[config.mk]
export PLATFORM = sky130hd
export DESIGN_NAME = aes_core_arbiter
export DESIGN_NICKNAME = d
export VERILOG_FILES = /design/src/rtl/aes_ctrl_pkg.sv /design/src/rtl/rr_arbiter.sv /design/src/rtl/aes_core_arbiter.sv
export SDC_FILE = /design/constraint.sdc
export NUM_CORES = 1
export LEC_CHECK = 0
export BUFFER_PORTS_ARGS = -buffer_cell sky130_fd_sc_hd__buf_2
export CELL_PAD_IN_SITES_DETAIL_PLACEMENT = 1
export CELL_PAD_IN_SITES_GLOBAL_PLACEMENT = 2
export CORE_AREA = 2 2 410 412
export CTS_CLUSTER_SIZE = 24
export DETAILED_ROUTE_END_ITERATION = 8
export DIE_AREA = 0 0 412 414
export PLACE_DENSITY_LB_ADDON = 0.1
export SETUP_SLACK_MARGIN = 0.4
export SLEW_MARGIN = 10
export SYNTH_ARGS = -nofsm -noshare
export SYNTH_HDL_FRONTEND = slang
export SYNTH_HIERARCHICAL = 1
export SYNTH_SLANG_ARGS = --single-unit
[constraint.sdc]
create_clock -name clk -period 2.2 [get_ports clk]
set_clock_uncertainty 0.05 [all_clocks]
set_input_delay 0.11 -clock clk [delete_from_list [all_inputs] [get_ports clk]]
set_output_delay 0.11 -clock clk [all_outputs]
set_load 0.02 [all_outputs]
[src/rtl/aes_ctrl_pkg.sv]
// ----------------------------------------------------------------------------
// Module : aes_ctrl_pkg
// Brief  : Shared types and constants for the AES core sharing controller.
// Rev    : 1.0  initial release
// ----------------------------------------------------------------------------
`default_nettype none

package aes_ctrl_pkg;

  localparam int AES_BLK_W        = 128;
  localparam int ABORT_RST_CYCLES = 2;

  typedef enum logic [2:0] {
    S_IDLE   = 3'd0,
    S_LAUNCH = 3'd1,
    S_BUSY   = 3'd2,
    S_ABORT  = 3'd3,
    S_RESP   = 3'd4
  } state_e;

endpackage

`default_nettype wire

[src/rtl/rr_arbiter.sv]
// ----------------------------------------------------------------------------
// Module : rr_arbiter
// Brief  : Combinational round-robin picker; searches from the slot after ptr.
// Rev    : 1.0  initial release
// ----------------------------------------------------------------------------
`default_nettype none

module rr_arbiter #(
  parameter int NUM_REQ = 2,
  parameter int IDX_W   = (NUM_REQ > 1) ? $clog2(NUM_REQ) : 1
) (
  input  logic [NUM_REQ-1:0] req,
  input  logic [IDX_W-1:0]   ptr,
  output logic [NUM_REQ-1:0] grant,
  output logic [IDX_W-1:0]   grant_idx,
  output logic               any
);

  int             cand;
  logic [IDX_W-1:0] cand_idx;

  always_comb begin
    grant     = '0;
    grant_idx = '0;
    any       = 1'b0;
    cand      = 0;
    cand_idx  = '0;
    // The last-served slot is visited last, which bounds wait to NUM_REQ jobs.
    for (int off = 1; off <= NUM_REQ; off++) begin
      cand = int'(ptr) + off;
      if (cand >= NUM_REQ) begin
        cand = cand - NUM_REQ;
      end
      cand_idx = IDX_W'(cand);
      if (!any && req[cand_idx]) begin
        any             = 1'b1;
        grant_idx       = cand_idx;
        grant[cand_idx] = 1'b1;
      end
    end
  end

endmodule

`default_nettype wire

[src/rtl/aes_core_arbiter.sv]
// ----------------------------------------------------------------------------
// Module : aes_core_arbiter
// Brief  : Shares one aes_128 core between NUM_REQ requesters with a watchdog.
// Rev    : 1.0  initial release
// ----------------------------------------------------------------------------
`default_nettype none

module aes_core_arbiter
  import aes_ctrl_pkg::*;
#(
  parameter int NUM_REQ        = 2,
  parameter int TIMEOUT_CYCLES = 64,
  parameter int ID_W           = $clog2(NUM_REQ)
) (
  input  logic                       clk,
  input  logic                       rst,
  input  logic [NUM_REQ-1:0]         req_valid,
  output logic [NUM_REQ-1:0]         req_ready,
  input  logic [NUM_REQ-1:0]         req_encrypt,
  input  logic [NUM_REQ*128-1:0]     req_data,
  input  logic [NUM_REQ*128-1:0]     req_key,
  output logic                       rsp_valid,
  input  logic                       rsp_ready,
  output logic [127:0]               rsp_data,
  output logic [ID_W-1:0]            rsp_id,
  output logic                       rsp_timeout,
  output logic                       core_start,
  output logic                       core_encrypt,
  output logic [127:0]               core_text,
  output logic [127:0]               core_key,
  output logic                       core_rst,
  input  logic [127:0]               core_ciphertext,
  input  logic                       core_done
);

  localparam int WD_W = $clog2(TIMEOUT_CYCLES);
  localparam int AB_W = $clog2(ABORT_RST_CYCLES + 1);

  state_e                 state_q, state_d;
  logic [ID_W-1:0]        rr_ptr_q, rr_ptr_d;
  logic [WD_W-1:0]        wd_q, wd_d;
  logic [AB_W-1:0]        ab_cnt_q, ab_cnt_d;
  logic                   core_rst_q, core_rst_d;
  logic                   core_encrypt_q, core_encrypt_d;
  logic [AES_BLK_W-1:0]   core_text_q, core_text_d;
  logic [AES_BLK_W-1:0]   core_key_q, core_key_d;
  logic [AES_BLK_W-1:0]   rsp_data_q, rsp_data_d;
  logic [ID_W-1:0]        rsp_id_q, rsp_id_d;
  logic                   rsp_timeout_q, rsp_timeout_d;

  logic [NUM_REQ-1:0]     arb_grant;
  logic [ID_W-1:0]        arb_idx;
  logic                   arb_any;

  rr_arbiter #(
    .NUM_REQ (NUM_REQ),
    .IDX_W   (ID_W)
  ) u_rr_arbiter (
    .req       (req_valid),
    .ptr       (rr_ptr_q),
    .grant     (arb_grant),
    .grant_idx (arb_idx),
    .any       (arb_any)
  );

  always_comb begin
    state_d        = state_q;
    rr_ptr_d       = rr_ptr_q;
    wd_d           = wd_q;
    ab_cnt_d       = ab_cnt_q;
    core_encrypt_d = core_encrypt_q;
    core_text_d    = core_text_q;
    core_key_d     = core_key_q;
    rsp_data_d     = rsp_data_q;
    rsp_id_d       = rsp_id_q;
    rsp_timeout_d  = rsp_timeout_q;
    req_ready      = '0;
    core_start     = 1'b0;
    rsp_valid      = 1'b0;

    case (state_q)
      S_IDLE: begin
        // core_rst_q still set means we are in the first cycle after reset.
        if (arb_any && !core_rst_q) begin
          req_ready      = arb_grant;
          core_encrypt_d = req_encrypt[arb_idx];
          core_text_d    = req_data[arb_idx*AES_BLK_W +: AES_BLK_W];
          core_key_d     = req_key[arb_idx*AES_BLK_W +: AES_BLK_W];
          rsp_id_d       = arb_idx;
          rr_ptr_d       = arb_idx;
          state_d        = S_LAUNCH;
        end
      end
      S_LAUNCH: begin
        core_start = 1'b1;
        wd_d       = '0;
        state_d    = S_BUSY;
      end
      S_BUSY: begin
        if (core_done) begin
          rsp_data_d    = core_ciphertext;
          rsp_timeout_d = 1'b0;
          state_d       = S_RESP;
        end else if (wd_q == WD_W'(TIMEOUT_CYCLES - 1)) begin
          rsp_data_d    = '0;
          rsp_timeout_d = 1'b1;
          ab_cnt_d      = '0;
          state_d       = S_ABORT;
        end else begin
          wd_d = wd_q + WD_W'(1);
        end
      end
      S_ABORT: begin
        if (ab_cnt_q == AB_W'(ABORT_RST_CYCLES - 1)) begin
          state_d = S_RESP;
        end else begin
          ab_cnt_d = ab_cnt_q + AB_W'(1);
        end
      end
      S_RESP: begin
        rsp_valid = 1'b1;
        if (rsp_ready) begin
          state_d = S_IDLE;
        end
      end
      default: state_d = S_IDLE;
    endcase

    // Registered so the core sees a clean reset for exactly the ABORT cycles.
    core_rst_d = (state_d == S_ABORT);
  end

  always_ff @(posedge clk or negedge rst) begin
    if (!rst) begin
      state_q        <= S_IDLE;
      rr_ptr_q       <= ID_W'(NUM_REQ - 1);
      wd_q           <= '0;
      ab_cnt_q       <= '0;
      core_rst_q     <= 1'b1;
      core_encrypt_q <= 1'b0;
      core_text_q    <= '0;
      core_key_q     <= '0;
      rsp_data_q     <= '0;
      rsp_id_q       <= '0;
      rsp_timeout_q  <= 1'b0;
    end else begin
      state_q        <= state_d;
      rr_ptr_q       <= rr_ptr_d;
      wd_q           <= wd_d;
      ab_cnt_q       <= ab_cnt_d;
      core_rst_q     <= core_rst_d;
      core_encrypt_q <= core_encrypt_d;
      core_text_q    <= core_text_d;
      core_key_q     <= core_key_d;
      rsp_data_q     <= rsp_data_d;
      rsp_id_q       <= rsp_id_d;
      rsp_timeout_q  <= rsp_timeout_d;
    end
  end

  assign core_rst     = core_rst_q;
  assign core_encrypt = core_encrypt_q;
  assign core_text    = core_text_q;
  assign core_key     = core_key_q;
  assign rsp_data     = rsp_data_q;
  assign rsp_id       = rsp_id_q;
  assign rsp_timeout  = rsp_timeout_q;

endmodule

`default_nettype wire

Yosys cells after proc, flatten, opt, wreduce, memory -nomap -nowiden

Index checks and enable logic that the tools add are counted.

Register bits after elaboration: 400
Input port bits: 648
Output and inout bits: 392
Word-level logic and storage cells: 91

$add $sub $neg: 6
Magnitude comparators: 7
Eq/ne operators: 11
Shifts and indexed selects: 2
Mux-type cells: 39
Bitwise logic cells: 1
Reduce and logical (&&, ||, !) cells: 14

Operator list:

| cell                  | number |
|---|---|
| $shiftx A256 B9 Y128  | 2 |
| $mux W128             | 2 |
| $mux W1               | 18 |
| $mux W3               | 5 |
| $pmux W3 S5           | 1 |
| $mux W2               | 7 |
| $mux W6               | 2 |
| $pmux W6 S2           | 1 |
| $eq A3 B2 Y1 const B  | 3 |
| $ne A2 B2 Y1 const B  | 4 |
| $add A6 B1 Y6 const B | 1 |
| $eq A6 B6 Y1 const B  | 1 |
| $lt A1 B2 Y1 const B  | 3 |
| $reduce_bool A2 Y1    | 3 |
| $logic_and A1 B1 Y1   | 4 |
| $pmux W2 S2           | 1 |
| $reduce_and A2 Y1     | 2 |
| $reduce_and A4 Y1     | 1 |
| $add A1 B2 Y3 const B | 1 |
| $eq A3 B1 Y1 const B  | 1 |
| $eq A3 B3 Y1 const B  | 1 |
| $ge A3 B2 Y1 const B  | 1 |
| $logic_not A3 Y1      | 1 |
| $reduce_and A3 Y1     | 1 |
| other kinds (9)       | 13 |

Logic depth before layout (Yosys ltp)

Gate-level depths: netlist (run 1).

Word-level depth: 13
Depth in mapped cells: 7
Depth with buffers taken out: 5

Hierarchy

The synthesis (run 1) kept the hierarchy.

By module, submodules not included:

| module           | instances | cells an instance | area an instance (um^2) |
|---|---|---|---|
| aes_core_arbiter | 1         | 1477              | 17012.6 |
| rr_arbiter       | 1         | 5                 | 32.5 |

Worst setup path after synthesis (run 1)

No wires, ideal clock.

Path type: reg2reg
From: register wd_q[0]
To: register rsp_data_q[100], in the netlist rsp_data[100]
Setup time: 0.066 ns
Data arrival time: 1.568 ns
Path slack: 0.517 ns
Stages on the path, launching flop included: 8
Clock period less this slack: 1.683 ns
Path through: dfrtp_1 -> ha_1 -> nand3_1 -> nor2_1 -> o21ai_0 -> clkbuf_1 -> buf_2 -> a22o_1

Word-level cells in the longest chain between the ends: 3

RTL lines:

| element                             | RTL line                | text |
|---|---|---|
| start, declared                     | aes_core_arbiter.sv:41  | `logic [WD_W-1:0] wd_q, wd_d;` |
| start signal, assigned              | aes_core_arbiter.sv:149 | `wd_q <= wd_d;` |
| $eq A6 B6 Y1                        | aes_core_arbiter.sv:104 | `end else if (wd_q == WD_W'(TIMEOUT_CYCLES - 1)) begin` |
| $reduce_bool A2 Y1 (no source line) | --                      |  |
| $reduce_and A2 Y1 (no source line)  | --                      |  |
| end signal, assigned                | aes_core_arbiter.sv:155 | `rsp_data_q <= rsp_data_d;` |
| end, declared                       | aes_core_arbiter.sv:47  | `logic [AES_BLK_W-1:0] rsp_data_q, rsp_data_d;` |

Every way passes these cells.
A chain may end at the register's enable or synchronous reset.

Worst setup path in the final report (run 1)

From: register state_q[0]
To: register rsp_data_q[109], in the netlist rsp_data[109]

Word-level cells in the longest chain between the ends: 2

RTL lines:

| element                            | RTL line                | text |
|---|---|---|
| start, declared                    | aes_core_arbiter.sv:39  | `state_e state_q, state_d;` |
| start signal, assigned             | aes_core_arbiter.sv:147 | `state_q <= state_d;` |
| $eq A3 B2 Y1                       | aes_core_arbiter.sv:81  | `case (state_q)` |
| $reduce_and A2 Y1 (no source line) | --                      |  |

Every way passes these cells.

==> results of run 1 <==
sequential cells by signal, summed over array words and instances (netlist names):
register      cells
rsp_timeout       1
core_text       128
core_rst          1
wd_q              6
rsp_id            1
core_key        128
core_encrypt      1
rr_ptr_q          1
state_q           3
rsp_data        128
ab_cnt_q          2
cells by family (layout without fill, tap and decap cells):
group | count (synthesis) | in the layout | share of synthesized area [%]
AOI/OAI and AO/OA | 405 | 405 | 14.90
DFF | 400 | 400 | 58.74
and+or+nand+nor | 297 | 297 | 7.040
muxes | 258 | 258 | 15.15
buffers and inverters | 117 | 1945 | 3.868
xor gates and xnor gates | 3 | 3 | 0.1542
adders and majority gates | 2 | 2 | 0.1468
other | 0 | 20 | 0
per-layer routing:
layer	up-vias	track usage (%)
met5	-	0
met4	26	3.532
met3	183	4.510
met2	690	22.80
met1	9380	13.69
li1	8881	-
worst register-to-register path: cells and delay by family, from the launching register on:
kind | cells | cell delay, ns
and+or+nand+nor | 1 | 0.23
AOI/OAI and AO/OA | 2 | 0.29
DFF | 1 | 0.43
buffers and inverters | 6 | 0.83
power by group through the flow:
stage | sequential (mW) | clock (mW) | combinational [mW]
after CTS | 12.9 | 10.2 | 21.3
after global routing | 13.4 | 10.4 | 24.3
final | 12.9 | 9.59 | 22.3
after detailed placement | 13.0 | 0 | 19.3
after floorplan | 16.9 | 0 | 6.38
after global placement | 13.0 | 0 | 19.2
timing repair:
item                                    in CTS  in global routing
pin swaps                                    5                 10
hold buffers                               647                  0
setup buffers                               19                 24
gates cloned                                 9                 32
resized for setup                           58                157
endpoints found under the hold margin      792                  0
endpoints found under the setup margin     240                242
cell usage in the layout, fill, tap and decap left out, types with 22 or more instances in the layout:
| cell | synthesis | layout |
|---|---|---|
| o21ai_0 | 261 | 240 |
| buf_16 | 0 | 22 |
| nand2_1 | 265 | 265 |
| buf_12 | 0 | 26 |
| mux2i_2 | 0 | 29 |
| dlygate4sd3_1 | 0 | 645 |
| buf_4 | 20 | 51 |
| dfrtp_1 | 398 | 395 |
| clkbuf_16 | 0 | 85 |
| mux2i_4 | 0 | 30 |
| buf_2 | 50 | 1034 |
| mux2i_1 | 258 | 199 |
| a22o_1 | 129 | 129 |
worst min path at each step:
stage,endpoint,slack (ns),depth (start not counted)
6_report,rsp_data[127],0.13,3
5_1_grt,rsp_data[10],0.09,3
4_1_cts,rsp_data[26],0.05,3
3_5_place_dp,core_text[127],0.04,1
3_3_place_gp,core_encrypt,0.04,1
2_1_floorplan,ab_cnt_q[0],-0.24,0
through the flow:
step / hold WS, ns / total power [mW] / util, %
finish: 0.1315 / 44.79 / 21.63
global route: 0.08850 / 48.12 / 21.62
CTS: 0.04994 / 44.42 / 20.61
detailed placement: 0.03758 / 32.35 / 15.15
global placement: 0.03732 / 32.17 / 15.15
floorplan: -0.2356 / 23.32 / -
layout make-up:
class	count	share of cell area (%)
tap	2204	7.668
multi-input combinational	965	19.36
clock buffer	88	4.742
sequential	400	27.85
clock inverter	19	0.6298
antenna	20	0.1392
timing repair buffer	1836	39.58
inverter	2	0.02088
==> results.sh, run 1 <==
export IMPL_status="finished, final reports clean"
export IMPL_cts_htree_levels=2
export IMPL_rr_endpoint="rsp_data[109]"
export IMPL_startpoint="state_q[0]"
export IMPL_place_ws_ns=0.2547
export IMPL_finalCritPeriodShare_pct=88.69
export IMPL_antenna_left=0
export IMPL_crit_family="buffers and inverters"
export IMPL_multi_input_area_sq_um=6963
export IMPL_fp_dieH_um=414
export IMPL_yosysTopAreaCell="dfrtp_1"
export IMPL_finalNetCount=3914
export IMPL_netlist_instances=1482
export IMPL_cts_root_buffer_cell="clkbuf_16"
export IMPL_ys_ff_latch=400
export IMPL_arrival_ns=2.48
export IMPL_fin_cells=5534
export IMPL_rows=150
export IMPL_hold_viol_final=0
export IMPL_synthDistinctLibCells=36
export IMPL_wl_met3_mm=9.530
export IMPL_wirelength_mm=116.2
export IMPL_crit_path_end_kind="flop"
export IMPL_clk_path_buf_depth=3
export IMPL_detailed_place_hpwl_mm=83.29
export IMPL_top_layer_used="met5"
export IMPL_grt_pass1_wl_mm=156.6
export IMPL_drive_gt1_share_pct=41.24
export IMPL_p_leak_nw=17.28
export IMPL_design_area_sq_um=35960
export IMPL_grt_ovfl_total=0
export IMPL_synth_commonest_cells="dfrtp_1, nand2_1, o21ai_0"
export IMPL_r2r_cells=9
export IMPL_initial_utilization_pct=10.25
export IMPL_cp_depth=9
export IMPL_portBuffers=1039
export IMPL_synthArstFlopShare_pct=100.0
export IMPL_required_ns=2.73
export IMPL_yosys_warnings=6
export IMPL_antenna_found_initial=46
export IMPL_crit_path_start_kind="flop"
export IMPL_cts_tree="yes"
export IMPL_seqPwrFrac_pct=28.8
export IMPL_dpl_cell_count=4677
export IMPL_cpMaxStageDelayCell="dfrtp_2"
export IMPL_rsz0062_at_grt="true"
export IMPL_placed_area_sq_um=25190
export IMPL_sw_frac_of_total_pct=43.94
export IMPL_synthesis_area_sq_um=17050
export IMPL_dieWidth_um=412
export IMPL_synth_edf_count=0
export IMPL_routedWlPerCell_um=21.00
export IMPL_gp_congestion=0.7679
export IMPL_ios=1040
export IMPL_critPathCapture="rsp_data[109]"
export IMPL_pwr_share_clk_pct=21.4
export IMPL_finalSetupViolCount=0
export IMPL_seq_area_sq_um=10020
export IMPL_syn_to_final_growth_pct=111.0
export IMPL_detailedRoute_firstPassIterationCount=4
export IMPL_crit_type="flop to flop"
export IMPL_core_area_sq_um=166300
export IMPL_rrSetupSlack_ns=0.25
export IMPL_die_area_sq_um=170600
export IMPL_yosysMostFrequentCell="dfrtp_1"
export IMPL_maxSlewViolCount=0
export IMPL_clock_sinks=400
export IMPL_clkTransAtPathRegs_ns=0.06
export IMPL_crit_chain="buf_4, buf_6, nor3b_4, buf_6, o21ai_4, buf_12, buf_16, buf_4, a22o_1"
export IMPL_fmax_mhz=512.5
export IMPL_cts_buffers=59
export IMPL_synth_seq_area_share_pct=58.74
export IMPL_drc_errors=0
export IMPL_synthTopCellsByArea="dfrtp_1, mux2i_1, o21ai_0"
export IMPL_wl_met2_mm=58.70
export IMPL_critical_path_max_stage_delay_ns=0.43
export IMPL_setup_ws_ns=0.2487
export IMPL_p_int_mw=25.11
export IMPL_power_switching_mw=19.68
export IMPL_syn_nets=2132
export IMPL_drt_met1_wl_mm=44.38
export IMPL_syn_avg_cell_area_sq_um=11.50
export IMPL_combPwrFrac_pct=49.8
export IMPL_yosysTopAreaCellShare_pct=58.43
export IMPL_slew_headroom_pct=59.14
export IMPL_tightestPinTransition_ns=0.6130
export IMPL_cp_num_buf_inv=6
export IMPL_grt_max_degree=70
export IMPL_powerDensity_nw_per_um2=1246
export IMPL_hold_path_class="primary input to asynchronous set/reset pin"
export IMPL_r2r_start="state_q[0]"
export IMPL_maxCapViolCount=0
export IMPL_grt_pass1_vias=21310
export IMPL_detail_route_iter0_violations=609
export IMPL_synth_ff_type="dfrtp_1"
export IMPL_avgViaCountPerCell=3.462
export IMPL_setup_tns_ns=0
export IMPL_ir_drop_uv=517.1
export IMPL_period_minus_slack_ns=1.951
export IMPL_cp_max_fo=6
export IMPL_nFillCells=19190
export IMPL_insertion_delay_ns=0.69
export IMPL_grt_usage_pct=12.61
export IMPL_vias=19160
No activity file was read; power rests on OpenSTA's default activity.
==> inputs of run 2 (changes only) <==
BUFFER_PORTS_ARGS = unset   (was -buffer_cell sky130_fd_sc_hd__buf_2)
CORE_AREA = 2 2 408 410   (was 2 2 410 412)
DIE_AREA = 0 0 410 412   (was 0 0 412 414)
DONT_BUFFER_PORTS = 1   (was unset)
==> results.sh, run 2 (synthesis gave the netlist of run 1 again) <==
export IMPL_status="finished, violations left"
export IMPL_violations="hold timing"
export IMPL_syn_to_final_growth_pct=75.31
export IMPL_final_cell_mix="dlygate4sd3_1, dfrtp_1, nand2_1"
export IMPL_dieWidth_um=410
export IMPL_tightestPinTransition_ns=1.089
export IMPL_die_area_sq_um=168900
export IMPL_core_area_sq_um=164200
export IMPL_routedWlPerCell_um=23.71
export IMPL_setup_tns_ns=0
export IMPL_detailed_place_hpwl_mm=72.40
export IMPL_clk_path_buf_depth=3
export IMPL_rsz0062_at_grt="true"
export IMPL_grt_max_degree=401
export IMPL_portBuffers=0
export IMPL_initial_utilization_pct=10.38
export IMPL_crit_path_end_kind="flop"
export IMPL_ios=1040
export IMPL_powerDensity_nw_per_um2=1358
export IMPL_cts_hold_buf=648
export IMPL_crit_chain="buf_6, nor3b_4, buf_6, o21ai_4, clkbuf_16, buf_16, a22o_1"
export IMPL_hold_path_class="primary input to asynchronous set/reset pin"
export IMPL_cts_buffers=57
export IMPL_clkTransAtPathRegs_ns=0.06
export IMPL_cpMaxStageDelayCell="dfrtp_1"
export IMPL_required_ns=2.69
export IMPL_critical_path_max_stage_delay_ns=0.41
export IMPL_fp_dieH_um=412
export IMPL_drc_errors=0
export IMPL_clock_sinks=400
export IMPL_antenna_left=0
export IMPL_drive_gt1_share_pct=11.93
export IMPL_setup_ws_ns=0.3760
export IMPL_insertion_delay_ns=0.65
export IMPL_cp_max_fo=12
export IMPL_grt_pass1_wl_mm=135.4
export IMPL_maxCapViolCount=0
export IMPL_rows=149
export IMPL_nFillCells=18540
export IMPL_avgViaCountPerCell=3.366
export IMPL_cts_tree="yes"
export IMPL_startpoint="state_q[2]"
export IMPL_gp_congestion=0.7549
export IMPL_maxSlewViolCount=0
export IMPL_crit_path_start_kind="flop"
export IMPL_crit_type="flop to flop"
export IMPL_final_common_cell="dlygate4sd3_1"
export IMPL_detail_route_iter0_violations=560
export IMPL_grt_ovfl_total=0
export IMPL_path_common_cell="buf_6"
export IMPL_p_leak_nw=12.67
export IMPL_final_util_pct=18.19
export IMPL_vias=14940
export IMPL_grt_usage_pct=11.25
export IMPL_finalCritPeriodShare_pct=82.91
export IMPL_detailedRoute_firstPassIterationCount=4
export IMPL_holdWs_ns=-0.8980
export IMPL_finalNetCount=2840
export IMPL_arrival_ns=2.32
export IMPL_r2r_start="state_q[2]"
export IMPL_ir_drop_uv=630.1
export IMPL_hold_viol_final=400
export IMPL_fmax_mhz=548.3
export IMPL_cts_htree_levels=2
export IMPL_cts_root_buffer_cell="clkbuf_16"
export IMPL_slew_headroom_pct=27.40
export IMPL_antenna_found_initial=38
export IMPL_grt_pass1_vias=16540
export IMPL_wirelength_mm=105.2
export IMPL_finalSetupViolCount=0
export IMPL_period_minus_slack_ns=1.824
export IMPL_place_ws_ns=0.07910
[run 2: worst max-delay path, delay by kind of cell, from the launching register on]
family	cells	cell delay [ns]
compound gates	2	0.29
flops	1	0.41
simple gates	1	0.26
buf+inv	4	0.69
[run 2: worst paths after layout]
check	end	slack [ns]	depth (start not counted)
setup / recovery	rsp_data[62]	0.38	7
hold reg to reg	ab_cnt_q[0]	0.44	1
hold / removal	core_text[118]	-0.90	0
setup reg to reg	rsp_data[62]	0.38	7
max in group asynchronous	core_key[123]	2.09	0
min in group clk	rsp_data[28]	0.08	2
[run 2: per-layer routing]
| layer | share of wire (%) | track usage, % | vias to the layer above |
|---|---|---|---|
| met5 | 0.12 | 0 | - |
| met4 | 2.3 | 2.795 | 24 |
| met3 | 8.7 | 4.596 | 148 |
| met2 | 53 | 20.78 | 655 |
| met1 | 36 | 11.74 | 7400 |
| li1 | - | - | 6708 |
[run 2: where the power goes]
group	switching (mW)	internal [mW]	total, mW
sequential	8.44	10.9	19.3
clock	3.88	5.71	9.59
combinational	6.00	5.70	11.7
[run 2: layout make-up]
| type | instances | area [sq um] | area share [%] |
|---|---|---|---|
| Clock inverter | 14 | 225.2 | 0.7537 |
| Timing Repair Buffer | 764 | 8396 | 28.10 |
| Sequential cell | 400 | 10010 | 33.51 |
| Multi-Input combinational cell | 965 | 6778 | 22.68 |
| Inverter | 2 | 7.507 | 0.02512 |
| Antenna cell | 19 | 47.55 | 0.1591 |
| Tap cell | 2189 | 2739 | 9.166 |
| Clock buffer | 84 | 1678 | 5.615 |
[run 2: metrics by stage]
stage / cells / power [mW] / area (sq um)
detailed placement: 3607 / 28.41 / 19820
global route: 4432 / 43.32 / 29870
CTS: 4369 / 40.21 / 28700
finish: 4437 / 40.59 / 29880
floorplan: 1482 / 23.32 / 17050
global placement: 3607 / 28.34 / 19820
[run 2: timing repair]
item	4_1_cts	5_1_grt
buffers inserted	11	22
gates resized for setup	59	82
endpoints found under the setup margin	279	241
gates cloned	5	27
hold endpoints to repair	800	400
pin swaps	6	11
